===== src/rtl/taxi_eth_frame_gen_pkg.sv =====
// Shared types and helpers for the 10G MAC test-frame generator.
// Holds the FSM state encoding, header geometry and tail-beat keep helper.
package taxi_eth_frame_gen_pkg;

    typedef enum logic [2:0] {
        ST_IDLE,
        ST_HDR0,
        ST_HDR1,
        ST_PAYLOAD,
        ST_GAP
    } state_t;

    localparam int ETH_HDR_LEN = 14;
    localparam int MIN_LEN     = 60;

    function automatic logic [7:0] last_keep(input logic [15:0] len);
        logic [2:0] r;
        r = len[2:0];
        return (r == 3'd0) ? 8'hFF : 8'(8'h1 << r) - 8'h1;
    endfunction

endpackage


===== src/rtl/taxi_eth_frame_gen_cpl_track.sv =====
// Completion tracker: outstanding-frame count and in-order tid check.
// A completion with nothing outstanding is an error and never underflows.
module taxi_eth_frame_gen_cpl_track #(
    parameter int ID_W    = 8,
    parameter int MAX_OUT = 16,
    parameter int CNT_W   = 32,
    parameter int OUT_W   = $clog2(MAX_OUT + 1)
) (
    input  logic             clk_i,
    input  logic             rst_i,
    input  logic             clr_i,
    input  logic             tx_done_i,
    input  logic             cpl_valid_i,
    input  logic [ID_W-1:0]  cpl_tid_i,
    output logic [OUT_W-1:0] outstanding_o,
    output logic [CNT_W-1:0] cpl_count_o,
    output logic [CNT_W-1:0] cpl_err_o
);

    logic [OUT_W-1:0] out_q;
    logic [ID_W-1:0]  exp_q;
    logic [CNT_W-1:0] cnt_q;
    logic [CNT_W-1:0] err_q;
    logic             has_out;
    logic             dec;
    logic             bad;

    always_comb begin
        has_out = (out_q != '0);
        dec     = cpl_valid_i && has_out;
        bad     = cpl_valid_i && (!has_out || (cpl_tid_i != exp_q));
    end

    always_ff @(posedge clk_i) begin
        if (rst_i) begin
            out_q <= '0;
            exp_q <= '0;
            cnt_q <= '0;
            err_q <= '0;
        end else begin
            if (tx_done_i && !dec) begin
                out_q <= out_q + OUT_W'(1);
            end else if (!tx_done_i && dec) begin
                out_q <= out_q - OUT_W'(1);
            end
            if (clr_i) begin
                exp_q <= '0;
                cnt_q <= '0;
                err_q <= '0;
            end else if (cpl_valid_i) begin
                cnt_q <= cnt_q + CNT_W'(1);
                if (bad) begin
                    // resync on the received tag so one gap is one error
                    exp_q <= cpl_tid_i + ID_W'(1);
                    if (err_q != '1) begin
                        err_q <= err_q + CNT_W'(1);
                    end
                end else begin
                    exp_q <= exp_q + ID_W'(1);
                end
            end
        end
    end

    assign outstanding_o = out_q;
    assign cpl_count_o   = cnt_q;
    assign cpl_err_o     = err_q;

endmodule


===== src/rtl/taxi_eth_axis_frame_gen.sv =====
// Ethernet test-frame source for the MAC tx path: header + counting payload,
// tid-tagged frames, bounded by in-flight completions.
module taxi_eth_axis_frame_gen
    import taxi_eth_frame_gen_pkg::*;
#(
    parameter int DATA_W  = 64,
    parameter int KEEP_W  = DATA_W / 8,
    parameter int ID_W    = 8,
    parameter int USER_W  = 1,
    parameter int MAX_OUT = 16,
    parameter int CNT_W   = 32
) (
    input  logic                         tx_clk,
    input  logic                         tx_rst,
    input  logic                         cfg_enable,
    input  logic [15:0]                  cfg_frame_len,
    input  logic [CNT_W-1:0]             cfg_frame_count,
    input  logic [7:0]                   cfg_gap_cycles,
    input  logic [47:0]                  cfg_eth_dst,
    input  logic [47:0]                  cfg_eth_src,
    input  logic [15:0]                  cfg_eth_type,
    input  logic                         start,
    output logic [DATA_W-1:0]            m_axis_tx_tdata,
    output logic [KEEP_W-1:0]            m_axis_tx_tkeep,
    output logic                         m_axis_tx_tvalid,
    input  logic                         m_axis_tx_tready,
    output logic                         m_axis_tx_tlast,
    output logic [USER_W-1:0]            m_axis_tx_tuser,
    output logic [ID_W-1:0]              m_axis_tx_tid,
    input  logic                         s_axis_tx_cpl_tvalid,
    input  logic [ID_W-1:0]              s_axis_tx_cpl_tid,
    output logic                         s_axis_tx_cpl_tready,
    output logic                         busy,
    output logic                         done,
    output logic [CNT_W-1:0]             stat_frames_sent,
    output logic [CNT_W-1:0]             stat_cpl_count,
    output logic [CNT_W-1:0]             stat_cpl_err,
    output logic [$clog2(MAX_OUT+1)-1:0] outstanding
);

    if (DATA_W != 64) begin : g_bad_width
        $fatal(1, "taxi_eth_axis_frame_gen: only DATA_W=64 supported");
    end
    if (MAX_OUT < 1 || MAX_OUT > (2 ** ID_W) - 1) begin : g_bad_out
        $fatal(1, "taxi_eth_axis_frame_gen: MAX_OUT out of range");
    end

    function automatic logic [63:0] beat_data(
        input logic [12:0] beat,
        input logic [47:0] dst,
        input logic [47:0] src,
        input logic [15:0] typ,
        input logic [7:0]  idx
    );
        logic [63:0] d;
        logic [15:0] n;
        d = '0;
        for (int i = 0; i < 8; i++) begin
            n = {beat, 3'b000} + 16'(i);
            if (n < 16'd6) begin
                d[8*i +: 8] = 8'(dst >> (8 * (5 - int'(n))));
            end else if (n < 16'd12) begin
                d[8*i +: 8] = 8'(src >> (8 * (11 - int'(n))));
            end else if (n == 16'd12) begin
                d[8*i +: 8] = typ[15:8];
            end else if (n == 16'd13) begin
                d[8*i +: 8] = typ[7:0];
            end else begin
                d[8*i +: 8] = 8'(n - 16'(ETH_HDR_LEN)) + idx;
            end
        end
        return d;
    endfunction

    state_t             state_q;
    logic [12:0]        beat_q;
    logic [12:0]        last_beat_q;
    logic [7:0]         keep_last_q;
    logic [47:0]        dst_q;
    logic [47:0]        src_q;
    logic [15:0]        type_q;
    logic [CNT_W-1:0]   count_q;
    logic [7:0]         gap_q;
    logic [7:0]         gap_cnt_q;
    logic [CNT_W-1:0]   idx_q;
    logic [DATA_W-1:0]  tdata_q;
    logic [KEEP_W-1:0]  tkeep_q;
    logic               tlast_q;
    logic               tvalid_q;
    logic [ID_W-1:0]    tid_q;
    logic               done_q;
    logic               run_q;

    logic               fire;
    logic               last_fire;
    logic [CNT_W-1:0]   idx_inc;
    logic [12:0]        beat_inc;
    logic               more_now;
    logic               more_next;
    logic               start_ok;
    logic               tail_go;
    logic               gap_go;
    logic               load_first;
    logic [ID_W-1:0]    first_tag;
    logic [15:0]        len_in;

    always_comb begin
        fire      = tvalid_q && m_axis_tx_tready;
        last_fire = fire && tlast_q;
        idx_inc   = idx_q + CNT_W'(1);
        beat_inc  = beat_q + 13'd1;
        more_now  = cfg_enable && (count_q == '0 || idx_q < count_q);
        more_next = cfg_enable && (count_q == '0 || idx_inc < count_q);
        start_ok  = (state_q == ST_IDLE) && (outstanding == '0)
                    && start && cfg_enable;
        // back-to-back launch must leave room for the frame just closed
        tail_go   = last_fire && (gap_q == 8'd0) && more_next
                    && (int'(outstanding) < MAX_OUT - 1);
        gap_go    = (state_q == ST_GAP) && (gap_cnt_q == 8'd0) && more_now
                    && (int'(outstanding) < MAX_OUT);
        load_first = start_ok || tail_go || gap_go;
        first_tag = '0;
        if (tail_go) begin
            first_tag = idx_inc[ID_W-1:0];
        end else if (gap_go) begin
            first_tag = idx_q[ID_W-1:0];
        end
        len_in = (cfg_frame_len < 16'(MIN_LEN)) ? 16'(MIN_LEN)
                                                 : cfg_frame_len;
    end

    always_ff @(posedge tx_clk) begin
        if (tx_rst) begin
            state_q     <= ST_IDLE;
            beat_q      <= '0;
            last_beat_q <= '0;
            keep_last_q <= '0;
            dst_q       <= '0;
            src_q       <= '0;
            type_q      <= '0;
            count_q     <= '0;
            gap_q       <= '0;
            gap_cnt_q   <= '0;
            idx_q       <= '0;
            tdata_q     <= '0;
            tkeep_q     <= '0;
            tlast_q     <= 1'b0;
            tvalid_q    <= 1'b0;
            tid_q       <= '0;
            done_q      <= 1'b0;
            run_q       <= 1'b0;
        end else begin
            unique case (state_q)
                ST_IDLE: begin
                    if (run_q && outstanding == '0) begin
                        done_q <= 1'b1;
                    end
                    if (start_ok) begin
                        done_q <= 1'b0;
                        run_q  <= 1'b1;
                        idx_q  <= '0;
                    end
                end
                ST_HDR0, ST_HDR1, ST_PAYLOAD: begin
                    if (last_fire) begin
                        tvalid_q  <= 1'b0;
                        tlast_q   <= 1'b0;
                        idx_q     <= idx_inc;
                        state_q   <= ST_GAP;
                        gap_cnt_q <= (gap_q == 8'd0) ? 8'd0 : gap_q - 8'd1;
                    end else if (fire) begin
                        beat_q  <= beat_inc;
                        tdata_q <= beat_data(beat_inc, dst_q, src_q,
                                             type_q, idx_q[7:0]);
                        tlast_q <= (beat_inc == last_beat_q);
                        tkeep_q <= (beat_inc == last_beat_q) ? keep_last_q
                                                             : 8'hFF;
                        state_q <= (state_q == ST_HDR0) ? ST_HDR1
                                                        : ST_PAYLOAD;
                    end
                end
                ST_GAP: begin
                    if (gap_cnt_q != 8'd0) begin
                        gap_cnt_q <= gap_cnt_q - 8'd1;
                    end else if (!more_now) begin
                        state_q <= ST_IDLE;
                    end
                end
                default: state_q <= ST_IDLE;
            endcase
            if (load_first) begin
                state_q     <= ST_HDR0;
                beat_q      <= '0;
                last_beat_q <= 13'((len_in - 16'd1) >> 3);
                keep_last_q <= last_keep(len_in);
                dst_q       <= cfg_eth_dst;
                src_q       <= cfg_eth_src;
                type_q      <= cfg_eth_type;
                count_q     <= cfg_frame_count;
                gap_q       <= cfg_gap_cycles;
                tdata_q     <= beat_data(13'd0, cfg_eth_dst, cfg_eth_src,
                                         cfg_eth_type, 8'd0);
                tkeep_q     <= 8'hFF;
                tlast_q     <= 1'b0;
                tvalid_q    <= 1'b1;
                tid_q       <= first_tag;
            end
        end
    end

    taxi_eth_frame_gen_cpl_track #(
        .ID_W    (ID_W),
        .MAX_OUT (MAX_OUT),
        .CNT_W   (CNT_W)
    ) u_cpl (
        .clk_i         (tx_clk),
        .rst_i         (tx_rst),
        .clr_i         (start_ok),
        .tx_done_i     (last_fire),
        .cpl_valid_i   (s_axis_tx_cpl_tvalid),
        .cpl_tid_i     (s_axis_tx_cpl_tid),
        .outstanding_o (outstanding),
        .cpl_count_o   (stat_cpl_count),
        .cpl_err_o     (stat_cpl_err)
    );

    assign m_axis_tx_tdata      = tdata_q;
    assign m_axis_tx_tkeep      = tkeep_q;
    assign m_axis_tx_tvalid     = tvalid_q;
    assign m_axis_tx_tlast      = tlast_q;
    assign m_axis_tx_tuser      = '0;
    assign m_axis_tx_tid        = tid_q;
    assign s_axis_tx_cpl_tready = 1'b1;
    assign busy                 = (state_q != ST_IDLE) || (outstanding != '0);
    assign done                 = done_q;
    assign stat_frames_sent     = idx_q;

endmodule


===== config.mk =====
export PLATFORM = sky130hd
export DESIGN_NAME = taxi_eth_axis_frame_gen
export DESIGN_NICKNAME = d
export VERILOG_FILES = /design/src/rtl/taxi_eth_frame_gen_pkg.sv /design/src/rtl/taxi_eth_frame_gen_cpl_track.sv /design/src/rtl/taxi_eth_axis_frame_gen.sv
export SDC_FILE = /design/constraint.sdc
export NUM_CORES = 1
export LEC_CHECK = 0
export CAP_MARGIN = 40
export CELL_PAD_IN_SITES_DETAIL_PLACEMENT = 1
export CELL_PAD_IN_SITES_GLOBAL_PLACEMENT = 1
export CORE_ASPECT_RATIO = 0.5
export CORE_MARGIN = 8
export CORE_UTILIZATION = 33
export DETAILED_ROUTE_END_ITERATION = 16
export DONT_BUFFER_PORTS = 1
export PLACE_DENSITY = 0.62
export SLEW_MARGIN = 20
export SYNTH_ARGS = -nofsm -noshare
export SYNTH_HDL_FRONTEND = slang
export SYNTH_SLANG_ARGS = --single-unit

===== constraint.sdc =====
create_clock -name tx_clk -period 4.5 [get_ports tx_clk]
set_clock_uncertainty 0.05 [all_clocks]
set_input_delay 0.9 -clock tx_clk [delete_from_list [all_inputs] [get_ports tx_clk]]
set_output_delay 0.9 -clock tx_clk [all_outputs]
set_load 0.02 [all_outputs]

Yosys cells after proc, flatten, opt, wreduce, memory -nomap -nowiden
Cells that the tools add are included.
{"block": "totals", "elab_cells": 271, "out_inout_bits": 187, "ff_bits": 390}
{"block": "classes", "addsub": 51, "shift": 17, "eq_ne": 32, "n_reduce_logical": 58, "bitwise_logic": 2, "magnitude_cmp": 21, "n_mux": 67}
{"cell": "$shr 48x32->8", "count": 16}
{"cell": "$mux 8", "count": 42}
{"cell": "$mux 64", "count": 4}
{"cell": "$eq 16x4->1 const B", "count": 14}
{"cell": "$sub 3x16->17 const A", "count": 8}
{"cell": "$sub 4x16->17 const A", "count": 8}
{"cell": "$lt 16x3->1 const B", "count": 8}
{"cell": "$lt 16x4->1 const B", "count": 8}
{"cell": "$add 32x1->32 const B", "count": 3}
{"cell": "$add 16x3->16 const B", "count": 4}
{"cell": "$add 8x8->8", "count": 8}
{"cell": "$lt 32x32->1", "count": 2}
{"cell": "$mux 32", "count": 2}
{"cell": "$pmux 32 s2", "count": 1}
{"cell": "$sub 8x4->8 const B", "count": 8}
{"cell": "$add 16x2->16 const B", "count": 2}
{"cell": "$logic_not 32->1", "count": 1}
{"cell": "$ne 32x32->1 const B", "count": 1}
{"cell": "$sub 8x1->8 const B", "count": 3}
{"cell": "$logic_and 1x1->1", "count": 18}
{"cell": "$add 16x1->16 const B", "count": 1}
{"cell": "$add 8x1->8 const B", "count": 2}
{"cell": "$logic_not 8->1", "count": 2}
{"cell": "$lt 16x6->1 const B", "count": 1}
{"cell": "other kinds (37)", "count": 81}

Longest topological paths before layout
{"block": "logic_depth", "word_depth": 12, "depth_mapped": 20}

Modules after synthesis
From an unflattened synthesis, not the netlist that was laid out.
{"block": "hier_totals", "cells_unflattened": 2612, "hier_area_um2": 20688.6}
{"module": "taxi_eth_axis_frame_gen", "area_each_um2": 16781.1, "cells_each": 2138, "instances": 1}
{"module": "taxi_eth_frame_gen_cpl_track", "area_each_um2": 3907.5, "cells_each": 474, "instances": 1}

Worst setup path after synthesis
No wires, ideal clock.
{"block": "synth_path", "path_type": "register to register", "start": "register idx_q[2] (netlist: stat_frames_sent[2])", "end": "register tdata_q[15] (netlist: m_axis_tx_tdata[15])", "arrival_ns": 4.605, "setup_time_ns": 0.074, "path_stages_with_launch": 19, "path_slack_ns": -0.229, "synth_period_minus_slack_ns": 4.729, "cell_sequence": "dfxtp_1 -> ha_1 -> nand4_1 -> or3_1 -> clkbuf_1 -> nor3_1 -> and3_1 -> buf_2 -> nand3_1 -> xnor2_1 -> ha_1 -> nand4_1 -> nor4_1 -> a31oi_1 -> a211oi_1 -> buf_2 -> clkbuf_1 -> o211ai_1 -> o21ai_0"}
{"block": "synth_between", "elab_chain_cells": 10}
{"element": "from (decl)", "line": "taxi_eth_axis_frame_gen.sv:85", "rtl": "logic [CNT_W-1:0] idx_q;"}
{"element": "from (signal assigned)", "line": "taxi_eth_axis_frame_gen.sv:168", "rtl": "idx_q <= idx_inc;"}
{"element": "$add 32x1->32", "line": "taxi_eth_axis_frame_gen.sv:110", "rtl": "idx_inc = idx_q + CNT_W'(1);"}
{"element": "$lt 32x32->1", "line": "taxi_eth_axis_frame_gen.sv:113", "rtl": "more_next = cfg_enable && (count_q == '0 || idx_inc < count_q);"}
{"element": "$logic_or 1x1->1", "line": "taxi_eth_axis_frame_gen.sv:113"}
{"element": "$logic_and 1x1->1", "line": "taxi_eth_axis_frame_gen.sv:113"}
{"element": "$logic_and 1x1->1", "line": "taxi_eth_axis_frame_gen.sv:117", "rtl": "tail_go = last_fire && (gap_q == 8'd0) && more_next"}
{"element": "$logic_and 1x1->1", "line": "taxi_eth_axis_frame_gen.sv:118", "rtl": "&& (int'(outstanding) < MAX_OUT - 1);"}
{"element": "$logic_or 1x1->1 (2 in a row)", "line": "taxi_eth_axis_frame_gen.sv:121", "rtl": "load_first = start_ok || tail_go || gap_go;"}
{"element": "$ne 2x2->1 (no source line) or $reduce_bool 2->1 (tied branches)"}
{"element": "$reduce_and 3->1 (no source line)"}
{"element": "to (signal assigned)", "line": "taxi_eth_axis_frame_gen.sv:173", "rtl": "tdata_q <= beat_data(beat_inc, dst_q, src_q,"}
{"element": "to (signal assigned)", "line": "taxi_eth_axis_frame_gen.sv:201", "rtl": "tdata_q <= beat_data(13'd0, cfg_eth_dst, cfg_eth_src,"}
{"element": "to (decl)", "line": "taxi_eth_axis_frame_gen.sv:86", "rtl": "logic [DATA_W-1:0] tdata_q;"}
Parallel ways exist; a longest one is shown, timed or not. The select of a mux whose other input is x is not followed.
A chain may end at the register's enable or synchronous reset.

Worst setup path in the final report
{"block": "layout_path", "start": "register idx_q[1] (netlist: stat_frames_sent[1])", "end": "register src_q[3]"}
{"block": "layout_between", "elab_chain_cells": 8}
{"element": "$add 32x1->32", "line": "taxi_eth_axis_frame_gen.sv:110"}
{"element": "$lt 32x32->1", "line": "taxi_eth_axis_frame_gen.sv:113"}
{"element": "$logic_or 1x1->1", "line": "taxi_eth_axis_frame_gen.sv:113"}
{"element": "$logic_and 1x1->1", "line": "taxi_eth_axis_frame_gen.sv:113"}
{"element": "$logic_and 1x1->1", "line": "taxi_eth_axis_frame_gen.sv:117"}
{"element": "$logic_and 1x1->1", "line": "taxi_eth_axis_frame_gen.sv:118"}
{"element": "$logic_or 1x1->1", "line": "taxi_eth_axis_frame_gen.sv:121"}
{"element": "$logic_or 1x1->1 (*)", "line": "taxi_eth_axis_frame_gen.sv:121"}
{"element": "to (signal assigned)", "line": "taxi_eth_axis_frame_gen.sv:197", "rtl": "src_q <= cfg_eth_src;"}
{"element": "to (decl)", "line": "taxi_eth_axis_frame_gen.sv:80", "rtl": "logic [47:0] src_q;"}
Every way passes the cells marked *; elsewhere a longest branch is shown, timed or not.

==> flow_metrics.tcl <==
set metrics [dict create \
    max_freq_mhz 230.2 \
    fin_crit_ns 4.344 \
    p_sw_share_pct 34.90 \
    via_per_inst 5.636 \
    grt_pass1_wl_mm 125.4 \
    worstPathArrival_ns 4.79 \
    combPwrFrac_pct 23.7 \
    root_buffer "clkbuf_16" \
    power.leakage_nw 8.566 \
    synth-adder-area-share_pct 6.271 \
    syn_avg_cell_area_sq_um 7.877 \
    end_kind "flip-flop" \
    final_cell_mix "nand2_1 (425), dfxtp_1 (387), a21oi_1 (322)" \
    synth-simple-area-share_pct 22.52 \
    finalNonFillerCells 3471 \
    grt_overflow 0 \
    pwr-share-seq_pct 42.7 \
    initial_core_util_pct 33.09 \
    dr.pass1.iters 7 \
    ys_ff_latch 390 \
    fin_area_sq_um 23570 \
    rows 65 \
    slew-limit-headroom_pct 46.01 \
    synth_ff_type "dfxtp_1" \
    gp_congestion 0.8815 \
    clock_power_share_pct 33.6 \
    worst_pin_slew_ns 0.8098 \
    internal_power_mw 6.985 \
    finalCritPeriodShare_pct 96.53 \
    cts_tree "yes" \
    clock_latency_ns 0.56 \
    detail-route-antenna-nets 0 \
    synth_top_family_by_area "simple AND/OR/NAND/NOR gates" \
    clock_path_buffers 3 \
    start_kind "flip-flop" \
    powerDensity_nw_per_um2 455.2 \
    die_w_microns 369.9 \
    cts_made_buffers 41 \
    ys_warn_count 0 \
    syn_to_final_growth_pct 14.03 \
    io_pins 369 \
    synthArstFlopShare_pct 0 \
    drive_above_1_share_pct 9.125 \
    peakVddDrop_mv 0.2793 \
    grt_use_total_pct 22.48 \
    path_max_fanout 42 \
    vias 19560 \
    ys_types 80 \
    synth_area_sq_um 20670 \
    setup-violations-final 0 \
    syn_inst 2624 \
    finalPower_mw 10.73 \
    cp.required_ns 4.94 \
    finalNetCount 2883 \
    yosys-mux-area-fraction_pct 0.8838 \
    post_dp_cell_area_sq_um 21960 \
    synth_edf_count 0 \
    antenna_found_initial 3 \
    min_path_type "primary input to flip-flop" \
    clk_pin_slew_ns 0.06 \
    placedCellCount 3383 \
    grt_pass1_vias 19280 \
    hold_viol_final 0 \
    drc_errors 0 \
    max_cap_viol_count 0 \
    switchingPower_mw 3.745 \
    htreeDepth 2 \
    die_h_microns 193.0 \
    core_area_sq_um 62460 \
    wl_per_cell_microns 24.42 \
    dieArea_sq_um 71390 \
    layout_commonest_cell "nand2_1" \
    synth_compound_area_share_pct 19.85 \
    drtIter0Drc 1402 \
    grt_max_degree 289 \
    hpwl_mm 63.65 \
    critical_path_class "flip-flop to flip-flop" \
    synth_xor_area_share_pct 7.542 \
    port_buffers 0 \
    cts.sinks 390 \
    seq_area_frac_synth_pct 37.77 \
    postLayoutCoreUtil_pct 37.74 \
    drv_slew 0 \
    synth_nets 2906 \
    status "finished, final reports clean" \
    routed_wl_mm 84.78 \
]
-- kinds of logic (layout without fill, tap and decap cells) --
kind of cell | count (synthesis) | after routing
flip-flops | 390 | 390
AO/OA/AOI/OAI | 651 | 651
AND/OR/NAND/NOR | 1033 | 1033
adder cells (fa/ha/maj) | 100 | 100
buffers and inverters | 253 | 259
XOR/XNOR | 178 | 178
multiplexers | 17 | 17
other | 2 | 6
-- area by class of cell --
| type | count | area (sq um) |
|---|---|---|
| fillers | 7466 | 38890 |
| multi-input cells | 1981 | 11970 |
| inverters | 74 | 277.8 |
| diodes | 4 | 10.01 |
| flip-flops and latches | 390 | 7811 |
| well taps | 837 | 1047 |
| clock inverters | 13 | 182.7 |
| repair buffers | 113 | 1079 |
| clock buffers | 59 | 1195 |
-- registers in the layout, indices dropped and copies added, names as in the netlist, 3 cells and up --
| register | flops |
|---|---|
| count_q | 32 |
| state_q | 3 |
| u_cpl.cpl_count_o | 32 |
| m_axis_tx_tkeep | 8 |
| gap_q | 8 |
| u_cpl.exp_q | 8 |
| dst_q | 48 |
| beat_q | 13 |
| u_cpl.outstanding_o | 5 |
| src_q | 48 |
| type_q | 16 |
| keep_last_q | 8 |
| last_beat_q | 13 |
| stat_frames_sent | 32 |
| m_axis_tx_tid | 8 |
| m_axis_tx_tdata | 64 |
| gap_cnt_q | 8 |
| u_cpl.cpl_err_o | 32 |
-- worst max-delay path, cell delays in order, from the launching register on --
cell and delay [ns]:
dfxtp_2 0.35, ha_1 0.19, nand4_1 0.14, buf_4 0.17, xnor2_1 0.52, ha_1 0.38, a22o_1 0.23, nor4_1 0.25
o21ai_0 0.15, a211o_1 0.42, a31o_2 0.33, o211ai_4 0.29, buf_12 0.21, buf_12 0.23, nand2_1 0.14, a21oi_1 0.15
-- power by group through the flow --
stage | logic, mW | clock network, mW | registers (mW)
floorplan | 1.68 | 0 | 4.45
global placement | 2.36 | 0 | 4.65
detailed placement | 2.44 | 0 | 4.67
CTS | 2.46 | 3.69 | 4.59
global route | 2.81 | 3.85 | 4.64
finish | 2.54 | 3.60 | 4.59
-- synth_stat cells (32+ instances only) --
cell type	instances	share of area [%]
nand2_1	427	7.8
dfxtp_1	390	38
a21oi_1	322	7.8
nor2_1	244	4.4
clkbuf_1	116	2.1
xnor2_1	105	4.4
ha_1	94	5.7
nand3_1	94	2.3
nor3_1	81	2.0
o21ai_0	74	1.8
xor2_1	73	3.1
inv_1	72	1.3
and3_1	47	1.4
buf_2	39	0.94
nand4_1	38	1.2
a31oi_1	32	0.97
-- metrics by stage --
step	hold slack (ns)	setup WS, ns	setup TNS (ns)
floorplan	0.3774	0.07663	0
global placement	0.3840	0.1012	0
detailed placement	0.3952	-0.04865	-0.2093
CTS	0.3472	0.02499	0
global route	0.3519	-0.06913	-0.5244
finish	0.3852	0.1561	0
-- per-layer routing --
metal / share of wire, % / GRT usage [%] / vias up
met5: 0 / 0 / -
met4: 1.8 / 4.330 / 0
met3: 6.6 / 4.649 / 84
met2: 41 / 32.18 / 513
met1: 50 / 34.39 / 9808
li1: - / - / 9156
-- what timing repair did --
item                       CTS  global route
gates resized for setup      1            24
hold buffers                 0             0
pin swaps                    1            11
hold endpoints to repair     0             0
setup endpoints to repair   28           262
gates cloned                 0             1
buffers inserted             0             9
-- final timing paths --
kind | start | endpoint | cells past startpoint | slack (ns)
min reg2reg | src_q[36] | src_q[36] | 2 | 0.40
max | stat_frames_sent[1] | src_q[3] | 15 | 0.16
min | s_axis_tx_cpl_tvalid | u_cpl.exp_q[7] | 1 | 0.39
max reg2reg | stat_frames_sent[1] | src_q[3] | 15 | 0.16
(Power assumes the default switching activity.)
